**src/rtl/player_compositor_pkg.sv**
```systemverilog
// Shared definitions for the player compositor: maze geometry, the wall map,
// direction/state encodings and the sprite texel generator used by the ROM.
package player_compositor_pkg;

  localparam int MAZE_W = 20;
  localparam int MAZE_H = 15;
  localparam int TILE   = 32;
  localparam int H_VIS0 = 144;
  localparam int V_VIS0 = 31;
  localparam int H_VIS1 = 783;
  localparam int V_VIS1 = 510;

  localparam logic [7:0] SPRITE_KEY = 8'hE3;

  typedef enum logic [1:0] {
    DIR_UP = 2'd0,
    DIR_DN = 2'd1,
    DIR_LT = 2'd2,
    DIR_RT = 2'd3
  } dir_e;

  typedef enum logic {
    ST_IDLE = 1'b0,
    ST_MOVE = 1'b1
  } state_e;

  // Wall map, bit 0 = top-left tile, row-major. Column 0 is walled below the
  // top row, plus a horizontal bar on row 7 and a vertical bar on column 10.
  function automatic logic [MAZE_W*MAZE_H-1:0] buildMazeMap();
    logic [MAZE_W*MAZE_H-1:0] m;
    m = '0;
    for (int ty = 0; ty < MAZE_H; ty++) begin
      for (int tx = 0; tx < MAZE_W; tx++) begin
        m[ty*MAZE_W+tx] = ((tx == 0) && (ty != 0)) ||
                          ((ty == 7) && (tx >= 3) && (tx <= 16)) ||
                          ((tx == 10) && (ty >= 2) && (ty <= 5));
      end
    end
    return m;
  endfunction

  localparam logic [MAZE_W*MAZE_H-1:0] MAZE_MAP = buildMazeMap();

  // Sprite artwork: a colour gradient over row/column with the bottom-right
  // 8x8 corner transparent. The low two bits are never 2'b11, so only the
  // corner can ever produce the key colour.
  function automatic logic [7:0] spriteTexel(input logic [9:0] addr);
    logic [4:0] row;
    logic [4:0] col;
    row = addr[9:5];
    col = addr[4:0];
    if ((row[4:3] == 2'b11) && (col[4:3] == 2'b11)) begin
      return SPRITE_KEY;
    end
    return {row[4:2], col[4:2], 2'b10};
  endfunction

endpackage

```
**src/rtl/player_rom.sv**
```systemverilog
// 1024x8 player sprite ROM with one cycle of read latency.
// Ports: clk_i clock, addr_i {row[4:0], col[4:0]}, data_o registered texel.
module player_rom
  import player_compositor_pkg::*;
(
  input  logic       clk_i,
  input  logic [9:0] addr_i,
  output logic [7:0] data_o
);

  logic [7:0] data_q;

  // Registered read; contents are a pure function of the address.
  always_ff @(posedge clk_i) begin
    data_q <= spriteTexel(addr_i);
  end

  assign data_o = data_q;

endmodule

```
**src/rtl/player_compositor.sv**
```systemverilog
// Owns the player's maze position, animates one-tile moves at 1 px per frame,
// blocks moves into walls or off the maze, and overlays the 32x32 sprite onto
// the background stream with a fixed 3-cycle latency.
// Ports: clk/rst (sync, active-high), h_count/v_count raster counters,
// bg_color (BG_LAT cycles behind counts), btn_* level buttons,
// color_out registered pixel, moving, bump pulse, goal_reached.
module player_compositor
  import player_compositor_pkg::*;
#(
  parameter int         BG_LAT    = 1,
  parameter int         START_X   = 1,
  parameter int         START_Y   = 0,
  parameter int         GOAL_X    = 18,
  parameter int         GOAL_Y    = 14,
  parameter logic [7:0] KEY_COLOR = 8'hE3
) (
  input  logic       clk,
  input  logic       rst,
  input  logic [9:0] h_count,
  input  logic [9:0] v_count,
  input  logic [7:0] bg_color,
  input  logic       btn_up,
  input  logic       btn_down,
  input  logic       btn_left,
  input  logic       btn_right,
  output logic [7:0] color_out,
  output logic       moving,
  output logic       bump,
  output logic       goal_reached
);

  state_e     state_q;
  dir_e       dir_q;
  logic [4:0] tileX_q, targetX_q, offset_q;
  logic [3:0] tileY_q, targetY_q;
  logic       moving_q, bump_q;

  logic       frameTick;
  logic       reqValid, reqInRange, reqBlocked;
  dir_e       reqDir;
  logic [5:0] candX;
  logic [4:0] candY;
  logic [8:0] mapIdx;

  assign frameTick = (h_count == 10'd0) && (v_count == 10'd0);

  // Button decode with up>down>left>right priority. Stepping off an edge
  // wraps the unsigned candidate past the maze size, so it fails the range
  // check and is treated as a wall.
  always_comb begin
    reqValid = 1'b1;
    reqDir   = DIR_UP;
    candX    = {1'b0, tileX_q};
    candY    = {1'b0, tileY_q};
    if (btn_up) begin
      reqDir = DIR_UP;
      candY  = {1'b0, tileY_q} - 5'd1;
    end else if (btn_down) begin
      reqDir = DIR_DN;
      candY  = {1'b0, tileY_q} + 5'd1;
    end else if (btn_left) begin
      reqDir = DIR_LT;
      candX  = {1'b0, tileX_q} - 6'd1;
    end else if (btn_right) begin
      reqDir = DIR_RT;
      candX  = {1'b0, tileX_q} + 6'd1;
    end else begin
      reqValid = 1'b0;
    end
    reqInRange = (candX < 6'(MAZE_W)) && (candY < 5'(MAZE_H));
    mapIdx     = reqInRange ? (9'(candY) * 9'(MAZE_W) + 9'(candX)) : 9'd0;
    reqBlocked = !reqInRange || MAZE_MAP[mapIdx];
  end

  // Movement FSM; position only changes on frame_tick to avoid tearing.
  always_ff @(posedge clk) begin
    bump_q <= 1'b0;
    if (rst) begin
      state_q   <= ST_IDLE;
      dir_q     <= DIR_UP;
      tileX_q   <= 5'(START_X);
      tileY_q   <= 4'(START_Y);
      targetX_q <= 5'(START_X);
      targetY_q <= 4'(START_Y);
      offset_q  <= 5'd0;
      moving_q  <= 1'b0;
    end else if (frameTick) begin
      case (state_q)
        ST_IDLE: begin
          if (reqValid) begin
            if (reqBlocked) begin
              bump_q <= 1'b1;
            end else begin
              dir_q     <= reqDir;
              targetX_q <= candX[4:0];
              targetY_q <= candY[3:0];
              offset_q  <= 5'd0;
              moving_q  <= 1'b1;
              state_q   <= ST_MOVE;
            end
          end
        end
        ST_MOVE: begin
          if (offset_q == 5'd31) begin
            tileX_q  <= targetX_q;
            tileY_q  <= targetY_q;
            offset_q <= 5'd0;
            moving_q <= 1'b0;
            state_q  <= ST_IDLE;
          end else begin
            offset_q <= offset_q + 5'd1;
          end
        end
        default: state_q <= ST_IDLE;
      endcase
    end
  end

  logic [9:0] baseX, baseY, px, py;

  // Sprite origin in visible-area pixels; offset is zero whenever idle.
  always_comb begin
    baseX = {tileX_q, 5'd0};
    baseY = {1'b0, tileY_q, 5'd0};
    px    = baseX;
    py    = baseY;
    case (dir_q)
      DIR_LT:  px = baseX - 10'(offset_q);
      DIR_RT:  px = baseX + 10'(offset_q);
      DIR_UP:  py = baseY - 10'(offset_q);
      default: py = baseY + 10'(offset_q);
    endcase
  end

  logic       visible_d, hit_d;
  logic [9:0] relH, relV, dx, dy, addr_d;

  // Hit test; relH>=px / relV>=py guard the unsigned differences so a
  // wrapped subtraction can never look like a small in-sprite offset.
  always_comb begin
    visible_d = (h_count >= 10'(H_VIS0)) && (h_count <= 10'(H_VIS1)) &&
                (v_count >= 10'(V_VIS0)) && (v_count <= 10'(V_VIS1));
    relH   = h_count - 10'(H_VIS0);
    relV   = v_count - 10'(V_VIS0);
    dx     = relH - px;
    dy     = relV - py;
    hit_d  = visible_d && (relH >= px) && (dx < 10'(TILE)) &&
             (relV >= py) && (dy < 10'(TILE));
    addr_d = {dy[4:0], dx[4:0]};
  end

  logic       hit1_q, visible1_q, hit2_q, visible2_q;
  logic [9:0] addr_q;
  logic [7:0] romData, color_q, bgAligned;

  player_rom uRom (
    .clk_i (clk),
    .addr_i(addr_q),
    .data_o(romData)
  );

  // Stage 1 registers the hit test and ROM address; stage 2 runs alongside
  // the ROM read so flags stay aligned with romData.
  always_ff @(posedge clk) begin
    if (rst) begin
      hit1_q     <= 1'b0;
      visible1_q <= 1'b0;
      addr_q     <= 10'd0;
      hit2_q     <= 1'b0;
      visible2_q <= 1'b0;
    end else begin
      hit1_q     <= hit_d;
      visible1_q <= visible_d;
      addr_q     <= addr_d;
      hit2_q     <= hit1_q;
      visible2_q <= visible1_q;
    end
  end

  // Background is delayed by 2-BG_LAT so it lands alongside the ROM data.
  generate
    if (BG_LAT >= 2) begin : gBgDirect
      assign bgAligned = bg_color;
    end else if (BG_LAT == 1) begin : gBgOne
      logic [7:0] bgDly_q;
      always_ff @(posedge clk) begin
        if (rst) bgDly_q <= 8'd0;
        else     bgDly_q <= bg_color;
      end
      assign bgAligned = bgDly_q;
    end else begin : gBgTwo
      logic [7:0] bgDlyA_q, bgDlyB_q;
      always_ff @(posedge clk) begin
        if (rst) begin
          bgDlyA_q <= 8'd0;
          bgDlyB_q <= 8'd0;
        end else begin
          bgDlyA_q <= bg_color;
          bgDlyB_q <= bgDlyA_q;
        end
      end
      assign bgAligned = bgDlyB_q;
    end
  endgenerate

  // Final mux: blank outside the visible area, key colour shows background.
  always_ff @(posedge clk) begin
    if (rst) begin
      color_q <= 8'd0;
    end else if (!visible2_q) begin
      color_q <= 8'd0;
    end else if (hit2_q && (romData != KEY_COLOR)) begin
      color_q <= romData;
    end else begin
      color_q <= bgAligned;
    end
  end

  assign color_out    = color_q;
  assign moving       = moving_q;
  assign bump         = bump_q;
  assign goal_reached = (tileX_q == 5'(GOAL_X)) && (tileY_q == 4'(GOAL_Y));

endmodule

```
**config.mk**
```make
export PLATFORM = sky130hd
export DESIGN_NAME = player_compositor
export DESIGN_NICKNAME = d
export VERILOG_FILES = /design/src/rtl/player_compositor_pkg.sv /design/src/rtl/player_rom.sv /design/src/rtl/player_compositor.sv
export SDC_FILE = /design/constraint.sdc
export NUM_CORES = 1
export LEC_CHECK = 0
export ABC_AREA = 1
export CAP_MARGIN = 20
export CORE_ASPECT_RATIO = 0.5
export CORE_MARGIN = 1.5
export CORE_UTILIZATION = 53
export CTS_CLUSTER_SIZE = 25
export DETAILED_ROUTE_END_ITERATION = 12
export PLACE_DENSITY = 0.75
export SKIP_CTS_REPAIR_TIMING = 1
export SYNTH_ARGS = -nofsm -noshare
export SYNTH_HDL_FRONTEND = slang
export SYNTH_SLANG_ARGS = --single-unit
```
**constraint.sdc**
```tcl
create_clock -name clk -period 4.5 [get_ports clk]
set_clock_uncertainty 0.2 [all_clocks]
set_input_delay 0.45 -clock clk [delete_from_list [all_inputs] [get_ports clk]]
set_output_delay 0.45 -clock clk [all_outputs]
set_load 0.1 [all_outputs]
```
==> impl_metrics.yaml, run 1 <==
sta:
  setup_viol: 0
  timing.final.ws_setup_ps: 402
  rsz0062_at_grt: "false"
  finalCriticalPeriod_ps: 4100
  fmax_mhz: 244
  max_slew_margin_pct: 35.6
  fin_crit_sh_pct: 91.1
  timing.hold.ws_ps: 156
  worst_pin_slew_ps: 963
  finalMaxSlewViolations: 0
  hold_violations: 0
  fin_tns_setup_ps: 0
placed_design:
  dp_hpwl_mm: 8.94
  port_buffers: 44
  place_area_mm2: 0.00535
  place_ws_ps: 82.0
  gp_congestion: 0.905
setup_path:
  cp-start-kind: "input port"
  r2r_cells: 22
  worst-path-max-fanout: 5
  r2r_start: "tileY_q[1]"
  critical_path_class: "input port to flip-flop"
  arrival_ps: 4120
  endpoint_kind: "flip-flop"
  r2r-end: "offset_q[3]"
  reg2reg_slack_ps: 420
  cp_data_required_time_ps: 4520
floorplanning:
  pin_count: 45
  die_x_um: 137
  die_area_mm2: 0.00965
  core-area_mm2: 0.00874
  die_y_um: 70.2
  rows: 24
  start_util_pct: 54.8
min_path:
  hold_end: "uRom.data_o[7]"
  worstHoldPathType: "flip-flop to flip-flop"
  hold_path_depth: 0
  min_from: "addr_q[9]"
yosys:
  syn_avg_cell_area_um2: 6.60
  syn_inst: 725
  syn_nets: 810
  synthDistinctLibCells: 42
  synth_ff_type: "dfxtp_1"
  synth_edf_count: 0
  synth_area_mm2: 0.00479
  yosysSeqAreaShare_pct: 25.5
  synthTopCellsByArea: "dfxtp_1, ha_1, nand2_1"
  yosysTopAreaCell: "dfxtp_1"
  async_reset_ff_share_pct: 0
  yosysTopAreaCellShare_pct: 25.5
  ys_warn_count: 0
  ys_ff_latch: 61
clock_network:
  clk_pin_slew_ps: 50
  cts-htree-levels: 3
  clk_latency_ps: 330
  clock-root-buffer: "clkbuf_16"
  cts_tree: "done"
  clock_path_buffers: 2
  cts_buffers: 9
  cts.sinks: 61
run_status:
  outcome: "completed"
global_route:
  grt_pass1_wl_mm: 18.6
  grt_usage_pct: 24.5
  met1_usage_pct: 31.2
  use_met2_pct: 42.6
  top_usage_layer: "met2"
  grt_max_degree: 29
  overflow: 0
  antenna_found_initial: 0
  grt_pass1_vias: 4127
  met3_usage_pct: 4.58
detailed_routing:
  antenna_left: 0
  via_count: 4627
  vias_per_cell: 5.16
  dr.pass1.iters: 6
  routed_wl_mm: 11.2
  drc: 0
  dr.first_iter.drc_count: 337
  routedWlPerCell_um: 12.5
power_and_ir_drop:
  power.share.clock_pct: 43.6
  pwr_density_cell_mw_per_mm2: 273
  intPower_uw: 1110
  ir_worst_vdd_v: 0.000227
  swShare_pct: 28.1
  p_switching_uw: 432
  seq_power_share_pct: 36.5
  p_comb_share_pct: 20.0
  leakage_uw: 0.00267
final_layout:
  final_nets: 859
  drive_gt1_share_pct: 6.68
  final_common_cell: "nand2_1"
  stdcell_area_mm2: 0.00565
  diodes: 0
  final_cell_mix: "nand2_1, inv_1, nor2_1"
  areaGrowthSynthToFinish_pct: 18.0
  utilization_pct: 64.6
run:
  maxCapViolCount: 0
through the flow:
stage                     cells  total power, uW
after global routing        896             1620
after CTS                   895             1540
after floorplan             725              787
after detailed placement    879              874
final                       896             1540
after global placement      879              869
power by group through the flow:
| stage | clock network [uW] | logic [uW] | registers [uW] |
|---|---|---|---|
| 2_1_floorplan | 0 | 212 | 575 |
| 3_3_place_gp | 0 | 296 | 573 |
| 3_5_place_dp | 0 | 301 | 573 |
| 4_1_cts | 678 | 303 | 561 |
| 5_1_grt | 704 | 350 | 562 |
| 6_report | 671 | 307 | 561 |
worst max path at each step:
stage                     from            to  slack (ps)  cells past startpoint
finish                  btn_up   offset_q[3]         400                     25
global route            btn_up   offset_q[2]          30                     25
CTS                     btn_up   offset_q[3]         430                     25
detailed placement    btn_down   offset_q[3]          80                     24
global placement        btn_up   offset_q[3]         180                     22
floorplan           tileX_q[0]  goal_reached         290                      4
synth_stat cells (4+ instances only):
cell type	number
buf_2	4
nand2_1	134
or2_2	5
nor3_1	11
o21ai_1	5
dfxtp_1	61
inv_1	118
nand3_2	5
nor2_1	99
xor2_1	22
a21oi_1	42
ha_1	49
nor4_1	4
o21ai_0	40
nand2_2	7
xnor2_1	6
nand4_1	16
o22ai_1	8
clkbuf_1	6
nand3_1	47
state kept, by name, summed over array words and instances (netlist names), 4 cells and up:
name and flops:
bgAligned 8, color_out 8, uRom.data_o 7, addr_q 6
offset_q 5, targetX_q 5, tileX_q 5, targetY_q 4
tileY_q 4
cell type report:
cell class	count	area [um2]
repair buffers	50	488
fillers	788	3090
inverters	122	458
clock inverters	7	66.3
flip-flops and latches	61	1220
well taps	117	146
multi-input cells	530	3040
clock buffers	9	225
critical path, cell delays in order:
cell	delay (ps)
clkdlybuf4s50_1	550
inv_1	100
nand2_1	90
inv_1	50
nand2_1	120
nand2_1	90
nand2_1	60
nand2_1	90
ha_1	300
ha_1	230
fa_1	530
inv_1	70
a21oi_1	150
xor2_1	220
inv_1	100
a21oi_1	120
nand2_1	70
nand3_1	90
nand3_2	110
nand3_1	190
nand2_2	110
nand2_1	70
nand2_1	40
nand2_1	60
nor2_1	40
kinds of logic (layout without fill, tap and decap cells):
family	after synthesis	count (layout)	share of synthesized area [%]
fa+ha+maj	51	51	13.6
flops	61	61	25.5
xor+xnor	28	28	5.12
simple gates	342	342	32.2
buf+inv	134	188	10.9
compound gates	109	109	12.6
per-layer routing:
metal	wire (um)	up-vias
met4	95	0
met3	643	10
li1	-	2444
met1	5150	2043
met2	5300	130
met5	0	-
(Power assumes the default switching activity.)
==> run 2: changes to the inputs <==
--- a/config.mk
+++ b/config.mk
@@ -17,3 +17,4 @@
 export SYNTH_ARGS = -nofsm -noshare
 export SYNTH_HDL_FRONTEND = slang
 export SYNTH_SLANG_ARGS = --single-unit
+export TNS_END_PERCENT = 100
==> results of run 2 <==
Final layout, timing and power as in run 1 (identical DEF).
==> run 3: changes to the inputs <==
--- a/config.mk
+++ b/config.mk
@@ -6,8 +6,6 @@
 export NUM_CORES = 1
 export LEC_CHECK = 0
 export ABC_AREA = 1
-export CAP_MARGIN = 20
-export CORE_ASPECT_RATIO = 0.5
 export CORE_MARGIN = 1.5
 export CORE_UTILIZATION = 53
 export CTS_CLUSTER_SIZE = 25
==> run 3 against run 2 <==
- register-to-register slack barely moved
- non-clock buffer count did not move
- clock-buffer cell count did not move
- design area fell by 2.1%
- core utilization fell by 1.2 points
- worst setup slack improved by 8.0 ps
- critical path type unchanged
==> impl_metrics.yaml, run 3 (same netlist as run 1, synthesis figures left out) <==
clock_network:
  cts_buffers: 9
  cts.sinks: 61
  cts-htree-levels: 3
  clock-root-buffer: "clkbuf_8"
  clk_latency_ps: 340
  clk_pin_slew_ps: 70
  clock_path_buffers: 2
  cts_tree: "done"
setup_path:
  startpoint: "btn_down"
  crit_path_end: "dir_q[0]"
  r2r_cells: 22
  critical_path_class: "input port to flip-flop"
  arrival_ps: 4110
  r2r-end: "dir_q[0]"
  reg2reg_slack_ps: 430
  endpoint_kind: "flip-flop"
  worst-path-max-fanout: 16
  r2r_start: "tileY_q[1]"
  cp_data_required_time_ps: 4520
  cp-start-kind: "input port"
final_layout:
  final_common_cell: "nand2_1"
  areaGrowthSynthToFinish_pct: 15.5
  drive_gt1_share_pct: 7.06
  stdcell_area_mm2: 0.00553
  final_nets: 859
  diodes: 0
  fill_cells: 789
  final_cell_mix: "nand2_1, inv_1, nor2_1"
sta:
  worst_pin_slew_ps: 982
  finalCriticalPeriod_ps: 4090
  setup_viol: 0
  timing.hold.ws_ps: 154
  fin_tns_setup_ps: 0
  timing.final.ws_setup_ps: 409
  hold_violations: 0
  fmax_mhz: 244
  finalMaxSlewViolations: 0
  fin_crit_sh_pct: 90.9
  max_slew_margin_pct: 34.3
  rsz0062_at_grt: "false"
power_and_ir_drop:
  leakage_uw: 0.00261
  pwr_density_cell_mw_per_mm2: 235
  ir_worst_vdd_v: 0.000173
  finalPower_uw: 1300
global_route:
  antenna_found_initial: 0
  grt_max_degree: 29
  grt_usage_pct: 24.9
  grt_pass1_wl_mm: 19.7
  grt_pass1_vias: 4546
  overflow: 0
floorplanning:
  core-area_mm2: 0.00872
  rows: 34
  die_x_um: 98.0
  start_util_pct: 54.9
  die_area_mm2: 0.00961
  pin_count: 45
  die_y_um: 98.0
detailed_routing:
  routed_wl_mm: 11.5
  via_count: 4707
  routedWlPerCell_um: 13.0
  vias_per_cell: 5.31
  dr.pass1.iters: 4
  dr.first_iter.drc_count: 199
  antenna_left: 0
  drc: 0
run_status:
  outcome: "completed"
placed_design:
  port_buffers: 44
  place_ws_ps: 141
  place_area_mm2: 0.00533
  gp_congestion: 0.919
  dp_hpwl_mm: 9.41
min_path:
  worstHoldPathType: "flip-flop to flip-flop"
run:
  maxCapViolCount: 0
run 3: changes by cell type in the layout (fill, tap and decap cells not counted), moves of 2 or more:
cell	before	now
clkbuf_16	9	0
dfxtp_2	0	2
inv_6	0	2
clkbuf_8	0	9
dfxtp_1	61	59
run 3: power by group:
group          total (uW)  switching, uW  internal [uW]
combinational         305            181            124
sequential            560           5.48            555
clock                 433            232            201
run 3: worst min-delay path by stage:
stage,startpoint,endpoint,depth (start not counted)
after floorplan,hit1_q,hit2_q,2
after global placement,addr_q[9],uRom.data_o[7],0
after detailed placement,addr_q[9],uRom.data_o[7],0
after CTS,addr_q[9],uRom.data_o[7],0
after global routing,addr_q[9],uRom.data_o[7],0
final,addr_q[9],uRom.data_o[7],0
run 3: critical path: stages:
cell and delay [ps]:
clkdlybuf4s50_1 610, inv_1 130, nor2_1 120, nand2_1 90
nand2_1 90, nand2_1 50, nand2_1 110, ha_1 250
ha_1 230, fa_1 510, inv_1 60, a21oi_1 150
xor2_1 210, inv_1 100, a21oi_1 120, nand2_1 70
nand3_1 90, nand3_2 110, nand2_4 100, nor2_4 50
buf_12 140, or2_0 190, inv_1 50, nor2_1 30
run 3: final cells by class:
class	instances	area (um2)	area share (%)
inverter	122	458	8.28
clock buffer	9	124	2.24
tap	108	135	2.44
timing repair buffer	50	498	9.00
multi-input combinational	530	3040	55.0
clock inverter	7	48.8	0.882
sequential	61	1220	22.1
run 3: routing by layer:
metal	wire length (um)	vias to the layer above	GRT usage [%]
li1	-	2440	-
met1	5140	2128	29.5
met2	5650	120	44.7
met3	521	19	4.87
met4	216	0	8.35
met5	0	-	0
run 3: metrics by stage:
stage	util, %	cells
floorplan	-	725
global placement	61.1	869
detailed placement	61.1	869
CTS	63.1	885
global route	63.4	887
finish	63.4	887
